$ cat config.mk
export PLATFORM = sky130hd
export DESIGN_NAME = vedic_mul_arbiter
export DESIGN_NICKNAME = d
export VERILOG_FILES = /design/src/rtl/vedic_mul_arbiter.sv
export SDC_FILE = /design/constraint.sdc
export NUM_CORES = 1
export LEC_CHECK = 0
export ABC_AREA = 1
export CAP_MARGIN = 20
export CORE_UTILIZATION = 42
export DETAILED_ROUTE_END_ITERATION = 10
export PLACE_DENSITY = 0.83
export SYNTH_ARGS = -nofsm -noshare
export SYNTH_HDL_FRONTEND = slang
export SYNTH_HIERARCHICAL = 1
export SYNTH_SLANG_ARGS = --single-unit
$ cat constraint.sdc
create_clock -name clk -period 3.2 [get_ports clk]
set_clock_uncertainty 0.05 [all_clocks]
set_input_delay 0.8 -clock clk [delete_from_list [all_inputs] [get_ports clk]]
set_output_delay 0.8 -clock clk [all_outputs]
set_load 0.01 [all_outputs]
$ cat src/rtl/vedic_mul_arbiter.sv
// Round-robin sharing of one pipelined 16x16 multiplier between NREQ requesters.
// Issue is registered (start one cycle after grant); results return in order, tagged with the requester ID.

module vedic_mul_tag_fifo #(
  parameter int W     = 2,
  parameter int DEPTH = 4,
  parameter int CW    = $clog2(DEPTH + 1)
) (
  input  logic          clk,
  input  logic          reset,
  input  logic          push_i,
  input  logic [W-1:0]  push_dat_i,
  input  logic          pop_i,
  output logic [W-1:0]  pop_dat_o,
  output logic          pop_ok_o,
  output logic [CW-1:0] count_o
);
  localparam int PW = (DEPTH > 1) ? $clog2(DEPTH) : 1;

  logic [W-1:0]  mem_q [DEPTH];
  logic [PW-1:0] wr_ptr_q, wr_ptr_d;
  logic [PW-1:0] rd_ptr_q, rd_ptr_d;
  logic [CW-1:0] count_q, count_d;
  logic          do_push, do_pop;

  // A pop on an empty FIFO is dropped even when a push lands in the same cycle.
  assign do_pop    = pop_i && (count_q != '0);
  assign do_push   = push_i && (count_q != CW'(DEPTH));
  assign pop_dat_o = mem_q[rd_ptr_q];
  assign pop_ok_o  = do_pop;
  assign count_o   = count_q;

  always_comb begin
    wr_ptr_d = wr_ptr_q;
    rd_ptr_d = rd_ptr_q;
    count_d  = count_q;
    if (do_push) wr_ptr_d = (wr_ptr_q == PW'(DEPTH - 1)) ? '0 : wr_ptr_q + 1'b1;
    if (do_pop)  rd_ptr_d = (rd_ptr_q == PW'(DEPTH - 1)) ? '0 : rd_ptr_q + 1'b1;
    if (do_push && !do_pop)      count_d = count_q + 1'b1;
    else if (!do_push && do_pop) count_d = count_q - 1'b1;
  end

  always_ff @(posedge clk) begin
    if (reset) begin
      wr_ptr_q <= '0;
      rd_ptr_q <= '0;
      count_q  <= '0;
    end else begin
      wr_ptr_q <= wr_ptr_d;
      rd_ptr_q <= rd_ptr_d;
      count_q  <= count_d;
    end
  end

  always_ff @(posedge clk) begin
    if (do_push) mem_q[wr_ptr_q] <= push_dat_i;
  end
endmodule

module vedic_mul_arbiter #(
  parameter int NREQ    = 4,
  parameter int ID_W    = 2,
  parameter int MAX_OUT = 4
) (
  input  logic              clk,
  input  logic              reset,
  input  logic [NREQ-1:0]   req_valid,
  input  logic [NREQ*16-1:0] req_a,
  input  logic [NREQ*16-1:0] req_b,
  output logic [NREQ-1:0]   req_ready,
  output logic [15:0]       mul_a,
  output logic [15:0]       mul_b,
  output logic              mul_start,
  input  logic [31:0]       mul_result,
  input  logic              mul_done,
  output logic              rsp_valid,
  output logic [ID_W-1:0]   rsp_id,
  output logic [31:0]       rsp_result,
  output logic              busy,
  output logic              err_spurious
);
  localparam int CW = $clog2(MAX_OUT + 1);

  logic [ID_W-1:0] p_q, p_d;
  logic [15:0]     mul_a_q, mul_a_d, mul_b_q, mul_b_d;
  logic            mul_start_q, mul_start_d;
  logic            rsp_valid_q, rsp_valid_d;
  logic [ID_W-1:0] rsp_id_q, rsp_id_d;
  logic [31:0]     rsp_result_q, rsp_result_d;
  logic            err_q, err_d;

  logic            eligible, any_vld, hi_found, hs;
  logic [ID_W-1:0] hi_id, lo_id, gnt_id, head_tag;
  logic            pop_ok;
  logic [CW-1:0]   outstanding;
  logic [15:0]     sel_a, sel_b;

  vedic_mul_tag_fifo #(.W(ID_W), .DEPTH(MAX_OUT), .CW(CW)) u_tag_fifo (
    .clk        (clk),
    .reset      (reset),
    .push_i     (hs),
    .push_dat_i (gnt_id),
    .pop_i      (mul_done),
    .pop_dat_o  (head_tag),
    .pop_ok_o   (pop_ok),
    .count_o    (outstanding)
  );

  assign eligible = (outstanding < CW'(MAX_OUT));

  // Rotating priority: lowest valid index at or above p wins, else lowest valid overall.
  always_comb begin
    hi_found = 1'b0;
    any_vld  = 1'b0;
    hi_id    = '0;
    lo_id    = '0;
    for (int i = NREQ - 1; i >= 0; i--) begin
      if (req_valid[i]) begin
        if (ID_W'(i) >= p_q) begin
          hi_found = 1'b1;
          hi_id    = ID_W'(i);
        end
        any_vld = 1'b1;
        lo_id   = ID_W'(i);
      end
    end
    gnt_id = hi_found ? hi_id : lo_id;
  end

  always_comb begin
    req_ready = '0;
    sel_a     = '0;
    sel_b     = '0;
    for (int i = 0; i < NREQ; i++) begin
      if (eligible && any_vld && (gnt_id == ID_W'(i))) begin
        req_ready[i] = 1'b1;
        sel_a        = req_a[i*16 +: 16];
        sel_b        = req_b[i*16 +: 16];
      end
    end
  end

  assign hs = |req_ready;

  always_comb begin
    p_d          = p_q;
    mul_a_d      = mul_a_q;
    mul_b_d      = mul_b_q;
    mul_start_d  = hs;
    rsp_valid_d  = pop_ok;
    rsp_id_d     = rsp_id_q;
    rsp_result_d = rsp_result_q;
    err_d        = err_q | (mul_done & ~pop_ok);
    if (hs) begin
      p_d     = (gnt_id == ID_W'(NREQ - 1)) ? '0 : gnt_id + 1'b1;
      mul_a_d = sel_a;
      mul_b_d = sel_b;
    end
    if (pop_ok) begin
      rsp_id_d     = head_tag;
      rsp_result_d = mul_result;
    end
  end

  always_ff @(posedge clk) begin
    if (reset) begin
      p_q          <= '0;
      mul_a_q      <= '0;
      mul_b_q      <= '0;
      mul_start_q  <= 1'b0;
      rsp_valid_q  <= 1'b0;
      rsp_id_q     <= '0;
      rsp_result_q <= '0;
      err_q        <= 1'b0;
    end else begin
      p_q          <= p_d;
      mul_a_q      <= mul_a_d;
      mul_b_q      <= mul_b_d;
      mul_start_q  <= mul_start_d;
      rsp_valid_q  <= rsp_valid_d;
      rsp_id_q     <= rsp_id_d;
      rsp_result_q <= rsp_result_d;
      err_q        <= err_d;
    end
  end

  assign mul_a        = mul_a_q;
  assign mul_b        = mul_b_q;
  assign mul_start    = mul_start_q;
  assign rsp_valid    = rsp_valid_q;
  assign rsp_id       = rsp_id_q;
  assign rsp_result   = rsp_result_q;
  assign err_spurious = err_q;
  assign busy         = (outstanding != '0) | mul_start_q;
endmodule
==> results of run 1 <==
## cell families (layout without fill, tap and decap cells)
logic type | Yosys count | after routing | share of synthesized area [%]
flops | 88 | 88 | 35.1
buf+inv | 152 | 381 | 12.8
fa+ha+maj | 11 | 11 | 2.77
compound gates | 105 | 105 | 12.0
simple gates | 447 | 447 | 37.2
## cell usage in the layout, fill, tap and decap left out, drive strengths merged, types with 4 or more instances in the layout
| cell type | synthesis | routed |
|---|---|---|
| o21ai | 48 | 48 |
| nand4 | 56 | 56 |
| dfxtp | 80 | 80 |
| nor2 | 177 | 177 |
| edfxtp | 8 | 8 |
| inv | 97 | 101 |
| clkdlybuf4s50 | 0 | 232 |
| nand2 | 193 | 193 |
| clkbuf | 20 | 10 |
| a211oi | 12 | 12 |
| ha | 10 | 10 |
| a21oi | 40 | 40 |
| nand3 | 17 | 17 |
| o22ai | 4 | 4 |
| buf | 34 | 32 |
## metal layers
metal  part of all wire [%]  global-route usage (%)  vias up
met3                    6.9                    6.27       39
met4                    3.7                    13.1        0
met1                     40                    30.3     2561
met2                     49                    43.3      227
li1                       -                       -     2989
met5                      0                       0        -
## flip-flops by register name, indices dropped and copies added, names as in the netlist, named ones only
register / flops
rsp_result: 32
mul_a: 16
mul_b: 16
u_tag_fifo/mem_q: 8
u_tag_fifo/count_o: 3
p_q: 2
rsp_id: 2
u_tag_fifo/rd_ptr_q: 2
u_tag_fifo/wr_ptr_q: 2
err_spurious: 1
mul_start: 1
rsp_valid: 1
## cells in the mapped netlist
| cell | instances | area, um^2 |
|---|---|---|
| edfxtp_1 | 8 | 240 |
| nor2_1 | 169 | 634 |
| o21ai_0 | 48 | 240 |
| nand4_1 | 56 | 350 |
| a21oi_1 | 22 | 110 |
| clkbuf_1 | 20 | 75.1 |
| nand2_8 | 1 | 20.0 |
| inv_2 | 3 | 11.3 |
| or4_1 | 1 | 7.51 |
| ha_1 | 10 | 125 |
| nand3b_1 | 2 | 15.0 |
| nor2_8 | 1 | 20.0 |
| o21a_1 | 1 | 7.51 |
| nand2_1 | 186 | 698 |
| buf_6 | 6 | 67.6 |
| buf_2 | 19 | 95.1 |
| nor2_4 | 1 | 11.3 |
| inv_1 | 94 | 353 |
| a211oi_1 | 12 | 90.1 |
| clkinv_1 | 1 | 3.75 |
| fa_1 | 1 | 20.0 |
| nand3_4 | 1 | 17.5 |
| nand2_4 | 3 | 33.8 |
| buf_4 | 6 | 45.0 |
| nor2_2 | 6 | 37.5 |
| dfxtp_1 | 80 | 1600 |
| nand3_1 | 16 | 80.1 |
| nor3b_1 | 1 | 7.51 |
| buf_1 | 2 | 7.51 |
| nand2_2 | 3 | 18.8 |
| buf_8 | 1 | 15.0 |
| o22ai_1 | 4 | 25.0 |
| a21oi_2 | 18 | 158 |
## how the worst max path moves through the flow
stage / startpoint / to / slack (ps) / cells after the start
CTS: req_valid[2] / req_ready[3] / 0.9 / 9
detailed placement: req_valid[1] / req_ready[1] / -510 / 11
global route: req_valid[3] / req_ready[1] / -30 / 11
finish: req_valid[3] / req_ready[1] / 50 / 11
global placement: req_valid[1] / req_ready[1] / -460 / 11
floorplan: req_valid[3] / req_ready[1] / 380 / 11
## what timing repair did
item / CTS / global route
cloned: 0 / 0
buffers inserted: 0 / 0
pin swaps: 2 / 2
endpoints found under the hold margin: 0 / 0
resized for setup: 28 / 6
hold buffers: 0 / 0
setup endpoints to repair: 4 / 4
## worst min-delay path, cell delays in order (launching register included)
cell     delay (ps)
dfxtp_1         330
a21oi_1          40
nor2_1           70
## cell type report
class | count | area [um^2] | area share (%)
clock buffer | 10 | 250 | 3.09
clock inverter | 6 | 70.1 | 0.866
inverter | 98 | 370 | 4.58
multi-input combinational | 563 | 2770 | 34.2
sequential | 88 | 1840 | 22.8
tap | 168 | 210 | 2.60
timing repair buffer | 267 | 2580 | 31.9
## power breakdown
part,internal [mW],switching [mW]
sequential,1.49,0.195
clock,0.663,0.461
combinational,1.44,1.83
## through the flow
stage / hold slack [ps] / cells / area (um^2) / power [mW] / util (%)
after global placement: 400 / 1184 / 7750 / 4.88 / 64.0
after detailed placement: 408 / 1184 / 7750 / 4.94 / 64.0
final: 418 / 1200 / 8090 / 6.08 / 66.8
after global routing: 446 / 1200 / 8090 / 6.54 / 66.8
after floorplan: 419 / 803 / 5240 / 3.65 / -
after CTS: 425 / 1200 / 8060 / 6.09 / 66.6
==> run_results.csv, run 1 <==
group,metric,value,unit
outcome,status,"finished, final reports clean",
grt,grt_pass1_vias,5395,
sta,worst_pin_slew,956,ps
cells_and_area,antennaDiodeCount,0,
setup_path,timing.rr.start,"p_q[1]",
routing,drt-pass1-iter-count,5,
synth,ys_warn_count,6,
routing,post_drt_wl_per_cell,13.7,um
die,die_h,114,um
setup_path,r2r-end,"mul_a[1]",
cts,htreeDepth,3,
cts,cts_tree,"built",
setup_path,crit_arrival,2300,ps
synth,seq_area_frac_synth,35.1,%
setup_path,endpoint_kind,"output pin",
routing,drtIter0Drc,367,
setup_path,cp-start-kind,"input pin",
cells_and_area,drive_above_1_share,9.30,%
die,std_cell_rows,40,
cts,cts.sinks,88,
worst_hold_path,hold_start,"err_spurious",
worst_hold_path,worstHoldEndpoint,"err_spurious",
routing,vias,5816,
grt,antenna_found_initial,0,
worst_hold_path,whs_path_depth,2,
setup_path,worst_path_largest_cell_delay,480,ps
grt,overflow,0,
setup_path,cpMaxStageDelayCell,"clkdlybuf4s50_1",
cts,clk_pin_slew,60,ps
synth,ys_seq_elements,88,
sta,maxSlewViolCount,0,
synth,synth.avg_cell_area,6.53,um^2
power,vdd_drop_max,0.374,mV
run,maxCapViolCount,0,
synth,synthesis.area,0.00524,mm^2
placed_design,dpl.hpwl,11.9,mm
die,core,0.0121,mm^2
placed_design,pre_cts_slack,-510,ps
power,p_leak,3.71,nW
placed_design,gp_congestion,0.854,
setup_path,reg2reg_slack,790,ps
cells_and_area,nets,1205,
power,powerDensity,751,mW/mm^2
setup_path,path_buf_inv,5,
routing,antenna_left,0,
die,initial_core_util,43.3,%
sta,clock.fmax,0.317,GHz
sta,finalSetupViolations,0,
synth,synth_cell_types,33,
routing,routed_wl,16.5,mm
cts,cts-root-buf,"clkbuf_16",
worst_hold_path,hold_class,"flop to flop",
placed_design,io_buffers,240,
sta,final.setup.tns,0,ps
sta,finalHoldViolCount,0,
die,die_w,114,um
cells_and_area,syn_to_final_growth,54.3,%
sta,rsz0062_at_grt,"true",
sta,slew_headroom,36.2,%
cts,cts.path.max_buffers,2,
die,num_io_pins,241,
setup_path,cpMostUsedCell,"inv_2",
sta,fin_crit_sh,98.5,%
routing,route.detailed.drc,0,
sta,final.min_clock_period,3150,ps
grt,grt_use_total,25.6,%
sta,layout_setup_ws,48.3,ps
grt,grt_pass1_wl,26.2,mm
synth,synth_nets,981,
synth,synth_cells,803,
setup_path,cp_max_fo,3,
setup_path,critical_path_required,2350,ps
cells_and_area,nFillCells,1044,
routing,via_per_inst,4.85,
cts,cts_made_buffers,9,
cts,clkLatencyLatePin,330,ps
die,dieArea,0.0129,mm^2
grt,grt_max_degree,65,
setup_path,crit_family,"buffers and inverters",
setup_path,critPathKind,"input pin to output pin",
setup_path,r2r_cells,14,
setup_path,path_cells,"clkdlybuf4s50_1 > inv_1 > o21ai_2 > nand2_1 > nand4_1 > nand2_2 > inv_2 > ha_2 > inv_2 > nor2_8 > buf_2",
Power figures use the tool's default switching activity.
==> run 2: changes to the inputs <==
--- a/config.mk
+++ b/config.mk
@@ -7,9 +7,11 @@
 export LEC_CHECK = 0
 export ABC_AREA = 1
 export CAP_MARGIN = 20
-export CORE_UTILIZATION = 42
+export CORE_UTILIZATION = 60
+export CTS_BUF_LIST = sky130_fd_sc_hd__clkbuf_8
 export DETAILED_ROUTE_END_ITERATION = 10
-export PLACE_DENSITY = 0.83
+export DONT_BUFFER_PORTS = 1
+export PLACE_DENSITY = 0.78
 export SYNTH_ARGS = -nofsm -noshare
 export SYNTH_HDL_FRONTEND = slang
 export SYNTH_HIERARCHICAL = 1
==> run_results.csv, run 2 (same netlist as run 1, synthesis figures left out) <==
group,metric,value,unit
sta,layout_setup_ws,218,ps
cts,clkLatencyLatePin,350,ps
routing,antenna_left,0,
setup_path,endpoint_kind,"output pin",
routing,post_drt_wl_per_cell,15.6,um
setup_path,critPathKind,"flop to output pin",
grt,grt_max_degree,56,
sta,rsz0062_at_grt,"false",
die,die_w,95.5,um
grt,antenna_found_initial,0,
routing,drt-pass1-iter-count,5,
power,comb_power_share,45.7,%
power,power_frac_seq,38.6,%
worst_hold_path,hold_start,"reset",
cells_and_area,stdcell_count,886,
placed_design,gp_congestion,0.934,
sta,clock.fmax,0.335,GHz
grt,overflow,0,
sta,worst_pin_slew,876,ps
setup_path,path_buf_inv,4,
routing,route.detailed.drc,0,
die,core,0.00834,mm^2
cells_and_area,nFillCells,804,
grt,grt_pass1_wl,20.7,mm
worst_hold_path,hold_class,"input pin to flop",
setup_path,worst_path_largest_cell_delay,360,ps
cts,cts.sinks,88,
routing,vias,5117,
setup_path,path_cells,"inv_1 > o21ai_0 > nand2_1 > o21ai_0 > buf_4 > inv_1 > ha_1 > nand3_4 > inv_1",
sta,final.min_clock_period,2980,ps
setup_path,critical_path_required,2350,ps
setup_path,cp_max_fo,6,
setup_path,cp-startpoint,"p_q[1]",
die,initial_core_util,62.9,%
placed_design,dpl.hpwl,10.0,mm
cells_and_area,utilization,64.6,%
grt,grt_pass1_vias,4487,
cts,cts_tree,"built",
power,finalPower,4.87,mW
cts,post_cts_buffers,0,
sta,maxSlewViolCount,0,
run,maxCapViolCount,0,
setup_path,cpMaxStageDelayCell,"dfxtp_1",
cells_and_area,final_common_cell,"nand2_1",
routing,routed_wl,13.8,mm
die,dieArea,0.00912,mm^2
cts,holdBufCountCts,0,
sta,slew_headroom,41.2,%
power,vdd_drop_max,0.376,mV
power,p_int,2.57,mW
power,powerDensity,904,mW/mm^2
sta,finalSetupViolations,0,
cts,htreeDepth,3,
power,switching_share,47.3,%
cts,cts.path.max_buffers,2,
placed_design,post-place-cells,870,
cells_and_area,nets,954,
cts,cts_resized,0,
routing,via_per_inst,5.78,
cts,cts_made_buffers,9,
grt,grt_use_total,29.1,%
cts,cts-root-buf,"clkbuf_8",
setup_path,crit_arrival,2130,ps
setup_path,cpMostUsedCell,"inv_1",
cts,clk_pin_slew,100,ps
placed_design,pre_cts_slack,357,ps
setup_path,timing.rr.start,"p_q[1]",
cells_and_area,antennaDiodeCount,0,
routing,drtIter0Drc,230,
cells_and_area,largest_reg_flops,32,
setup_path,cp-start-kind,"flop",
outcome,status,"finished, final reports clean",
setup_path,reg2reg_slack,670,ps
die,std_cell_rows,33,
placed_design,io_buffers,0,
die,die_h,95.5,um
cells_and_area,drive_above_1_share,8.96,%
sta,final.setup.tns,0,ps
die,num_io_pins,241,
cells_and_area,syn_to_final_growth,2.70,%
cells_and_area,layout_common_cells,"186 x nand2_1, 169 x nor2_1, 94 x inv_1",
sta,fin_crit_sh,93.2,%
power,clkPwrFrac,15.7,%
power,p_leak,2.67,nW
setup_path,crit_family,"compound AO/OA/AOI/OAI gates",
sta,finalHoldViolCount,0,
power,switchingPower,2.30,mW
## run 2: power groups by stage
stage	Combinational (mW)	Sequential, mW	Clock, mW
floorplan	1.84	1.81	0
finish	2.22	1.88	0.764
detailed placement	2.21	1.90	0
global placement	2.13	1.89	0
global route	2.54	1.92	0.822
CTS	2.22	1.88	0.785
## run 2: worst register-to-register path, cell delays in order (launching register included)
cell	delay (ps)
dfxtp_1	360
inv_1	80
o21ai_0	280
nand2_1	90
o21ai_0	260
buf_4	190
inv_1	90
ha_1	230
inv_2	70
buf_4	360
nand2_1	120
inv_1	60
nand2_1	70
nand2_1	80
a21oi_2	50
## run 2: worst paths after layout
kind,endpoint,cells past startpoint
max,req_ready[2],9
min,mul_a[2],1
max reg2reg,mul_a[3],14
min reg2reg,p_q[1],2
## run 2: final cells by class
cell class	instances	area (um^2)	area share [%]
Multi-Input combinational cell	563	2730	50.7
Sequential cell	88	1840	34.2
Inverter	98	368	6.83
Tap cell	105	131	2.44
Clock buffer	9	124	2.30
Timing Repair Buffer	16	120	2.23
Clock inverter	7	68.8	1.28
## run 2: per-layer routing
layer	part of all wire [%]	GRT usage (%)	wire length, um
met1	38	33.9	5240
met2	50	50.2	6870
met3	9.2	7.50	1270
met4	3.3	12.8	459
met5	0	0	0
## run 2: per-stage QoR
stage                     area, um^2  hold WS, ps
after floorplan                 5240          419
after CTS                       5380          426
after detailed placement        5190          457
final                           5380          441
after global routing            5380          422
after global placement          5190          450
==> run 3: changes to the inputs <==
--- a/config.mk
+++ b/config.mk
@@ -7,12 +7,12 @@
 export LEC_CHECK = 0
 export ABC_AREA = 1
 export CAP_MARGIN = 20
-export CORE_UTILIZATION = 60
+export CORE_AREA = 2 2 94 96
 export CTS_BUF_LIST = sky130_fd_sc_hd__clkbuf_8
 export DETAILED_ROUTE_END_ITERATION = 10
+export DIE_AREA = 0 0 96 98
 export DONT_BUFFER_PORTS = 1
-export PLACE_DENSITY = 0.78
+export PLACE_DENSITY = 0.76
 export SYNTH_ARGS = -nofsm -noshare
 export SYNTH_HDL_FRONTEND = slang
-export SYNTH_HIERARCHICAL = 1
 export SYNTH_SLANG_ARGS = --single-unit
==> run_results.csv, run 3 <==
group,metric,value,unit
cts,htreeDepth,3,
sta,maxSlewViolCount,0,
setup_path,cp_max_fo,6,
sta,rsz0062_at_grt,"false",
synth,synth_nets,943,
cells_and_area,utilization,59.7,%
setup_path,timing.rr.start,"p_q[1]",
cts,cts_made_buffers,9,
sta,slew_headroom,68.7,%
cts,clkLatencyLatePin,360,ps
synth,ys_seq_elements,86,
worst_hold_path,hold_class,"input pin to flop",
cts,holdBufCountCts,0,
synth,seq_area_frac_synth,36.7,%
setup_path,endpoint_kind,"output pin",
cts,cts.path.max_buffers,2,
synth,synth_cells,765,
worst_hold_path,hold_start,"reset",
synth,synth_ff_type,"dfxtp_1",
setup_path,critical_path_required,2350,ps
die,dieArea,0.00941,mm^2
die,std_cell_rows,34,
die,die_h,98,um
cts,cts.sinks,86,
routing,vias,4829,
run,maxCapViolCount,0,
grt,grt_use_total,27.4,%
grt,grt_pass1_vias,4415,
setup_path,critPathKind,"flop to output pin",
sta,finalHoldViolCount,0,
die,die_w,96,um
cts,cts-root-buf,"clkbuf_8",
routing,drt-pass1-iter-count,5,
die,core,0.00847,mm^2
cells_and_area,final_cell_area,0.00506,mm^2
cts,clk_pin_slew,100,ps
synth,synth_cell_types,29,
synth,synthArstFlopShare,0,%
placed_design,gp_congestion,0.868,
synth,netlist.area_leader.share,31.8,%
cells_and_area,layout_common_cells,"176 x nand2_1, 158 x nor2_1, 89 x inv_1",
cells_and_area,antennaDiodeCount,0,
power,vdd_drop_max,0.378,mV
routing,routed_wl,13.3,mm
die,num_io_pins,241,
sta,final.min_clock_period,3000,ps
setup_path,cpMostUsedCell,"inv_1",
setup_path,path_cells,"inv_1 > o21ai_0 > o21a_1 > nand2_1 > inv_1 > ha_1 > clkinv_1 > nor2_2",
power,finalPower,4.49,mW
setup_path,worst_path_largest_cell_delay,370,ps
setup_path,cp-start-kind,"flop",
sta,fin_crit_sh,93.8,%
grt,grt_max_degree,45,
cts,cts_tree,"built",
synth,ys_warn_count,0,
setup_path,cp-startpoint,"p_q[1]",
cts,post_cts_buffers,0,
sta,worst_pin_slew,470,ps
grt,overflow,0,
sta,finalSetupViolations,0,
die,initial_core_util,58.0,%
synth,synth.avg_cell_area,6.42,um^2
cells_and_area,final_common_cell,"nand2_1",
cts,cts_resized,0,
routing,post_drt_wl_per_cell,15.6,um
routing,drtIter0Drc,191,
placed_design,dpl.hpwl,9.32,mm
placed_design,pre_cts_slack,245,ps
outcome,status,"finished, final reports clean",
sta,clock.fmax,0.333,GHz
synth,synthesis.area,0.00491,mm^2
synth,synthTopCellsByCount,"176 x nand2_1, 160 x nor2_1, 88 x inv_1",
setup_path,crit_arrival,2150,ps
power,powerDensity,888,mW/mm^2
setup_path,cpMaxStageDelayCell,"dfxtp_1",
placed_design,place_area,0.00487,mm^2
synth,synth.most_common_cell,"nand2_1",
synth,synth.area.top_cells,"dfxtp_1 32%, nand2_1 13%, nor2_1 12%",
routing,antenna_left,0,
sta,layout_setup_ws,200,ps
grt,antenna_found_initial,0,
cells_and_area,nets,916,
power,p_leak,2.52,nW
cells_and_area,largest_reg_flops,32,
cells_and_area,drive_above_1_share,5.92,%
routing,via_per_inst,5.67,
grt,grt_pass1_wl,20.5,mm
placed_design,io_buffers,0,
routing,route.detailed.drc,0,
cells_and_area,syn_to_final_growth,3.03,%
synth,synth-edff-count,8,
synth,synth_top_area_cell,"dfxtp_1",
sta,final.setup.tns,0,ps
run 3: cell types whose count changed in the layout (fill, tap and decap cells not counted), moves of 3 or more:
cell	before	now
nand3_1	16	21
nand2_1	186	176
o21ai_0	48	52
nor2_1	169	158
nand4_1	56	37
a21oi_2	18	0
a211oi_1	12	20
inv_1	94	89
a21oi_1	22	43
o22ai_1	4	1
run 3: logic make-up after synthesis:
family | synth area share [%]
flip-flops | 36.7
adder cells (fa/ha/maj) | 2.96
AO/OA/AOI/OAI | 13.3
AND/OR/NAND/NOR | 33.9
buffers and inverters | 13.2
run 3: routing by layer:
layer / GRT usage [%] / part of all wire, % / up-vias
li1: - / - / 2361
met1: 33.5 / 39 / 2189
met3: 7.33 / 9.8 / 32
met2: 45.6 / 48 / 247
met5: 0 / 0 / -
met4: 10.2 / 2.9 / 0
run 3: per-stage QoR:
step / hold slack, ps / std cells
after CTS: 438 / 851
after floorplan: 419 / 765
after global routing: 423 / 851
after global placement: 436 / 835
after detailed placement: 440 / 835
final: 444 / 851
run 3: layout make-up:
class                   count  area (um^2)
fillers                   826         3410
clock buffers               9          124
well taps                 108          135
clock inverters             7         56.3
repair buffers             16          120
multi-input cells         531         2460
inverters                  94          355
flip-flops and latches     86         1800
run 3: worst paths after layout:
| path | end | slack, ps | cells after the start |
|---|---|---|---|
| setup / recovery | req_ready[3] | 200 | 8 |
| hold / removal | mul_a[1] | 440 | 1 |
| setup reg to reg | mul_a[13] | 660 | 14 |
| hold reg to reg | err_spurious | 450 | 2 |
run 3: power breakdown:
part	internal (mW)	leakage [nW]	switching (mW)
registers	1.46	0.719	0.379
clock network	0.292	0.0896	0.434
logic	0.654	1.71	1.28
run 3: worst max-delay path, delay by kind of cell (launching register included):
family / cells / cell delay, ps
buf+inv: 3 / 360
simple gates: 2 / 350
flops: 1 / 370
fa+ha+maj: 1 / 210
compound gates: 2 / 490
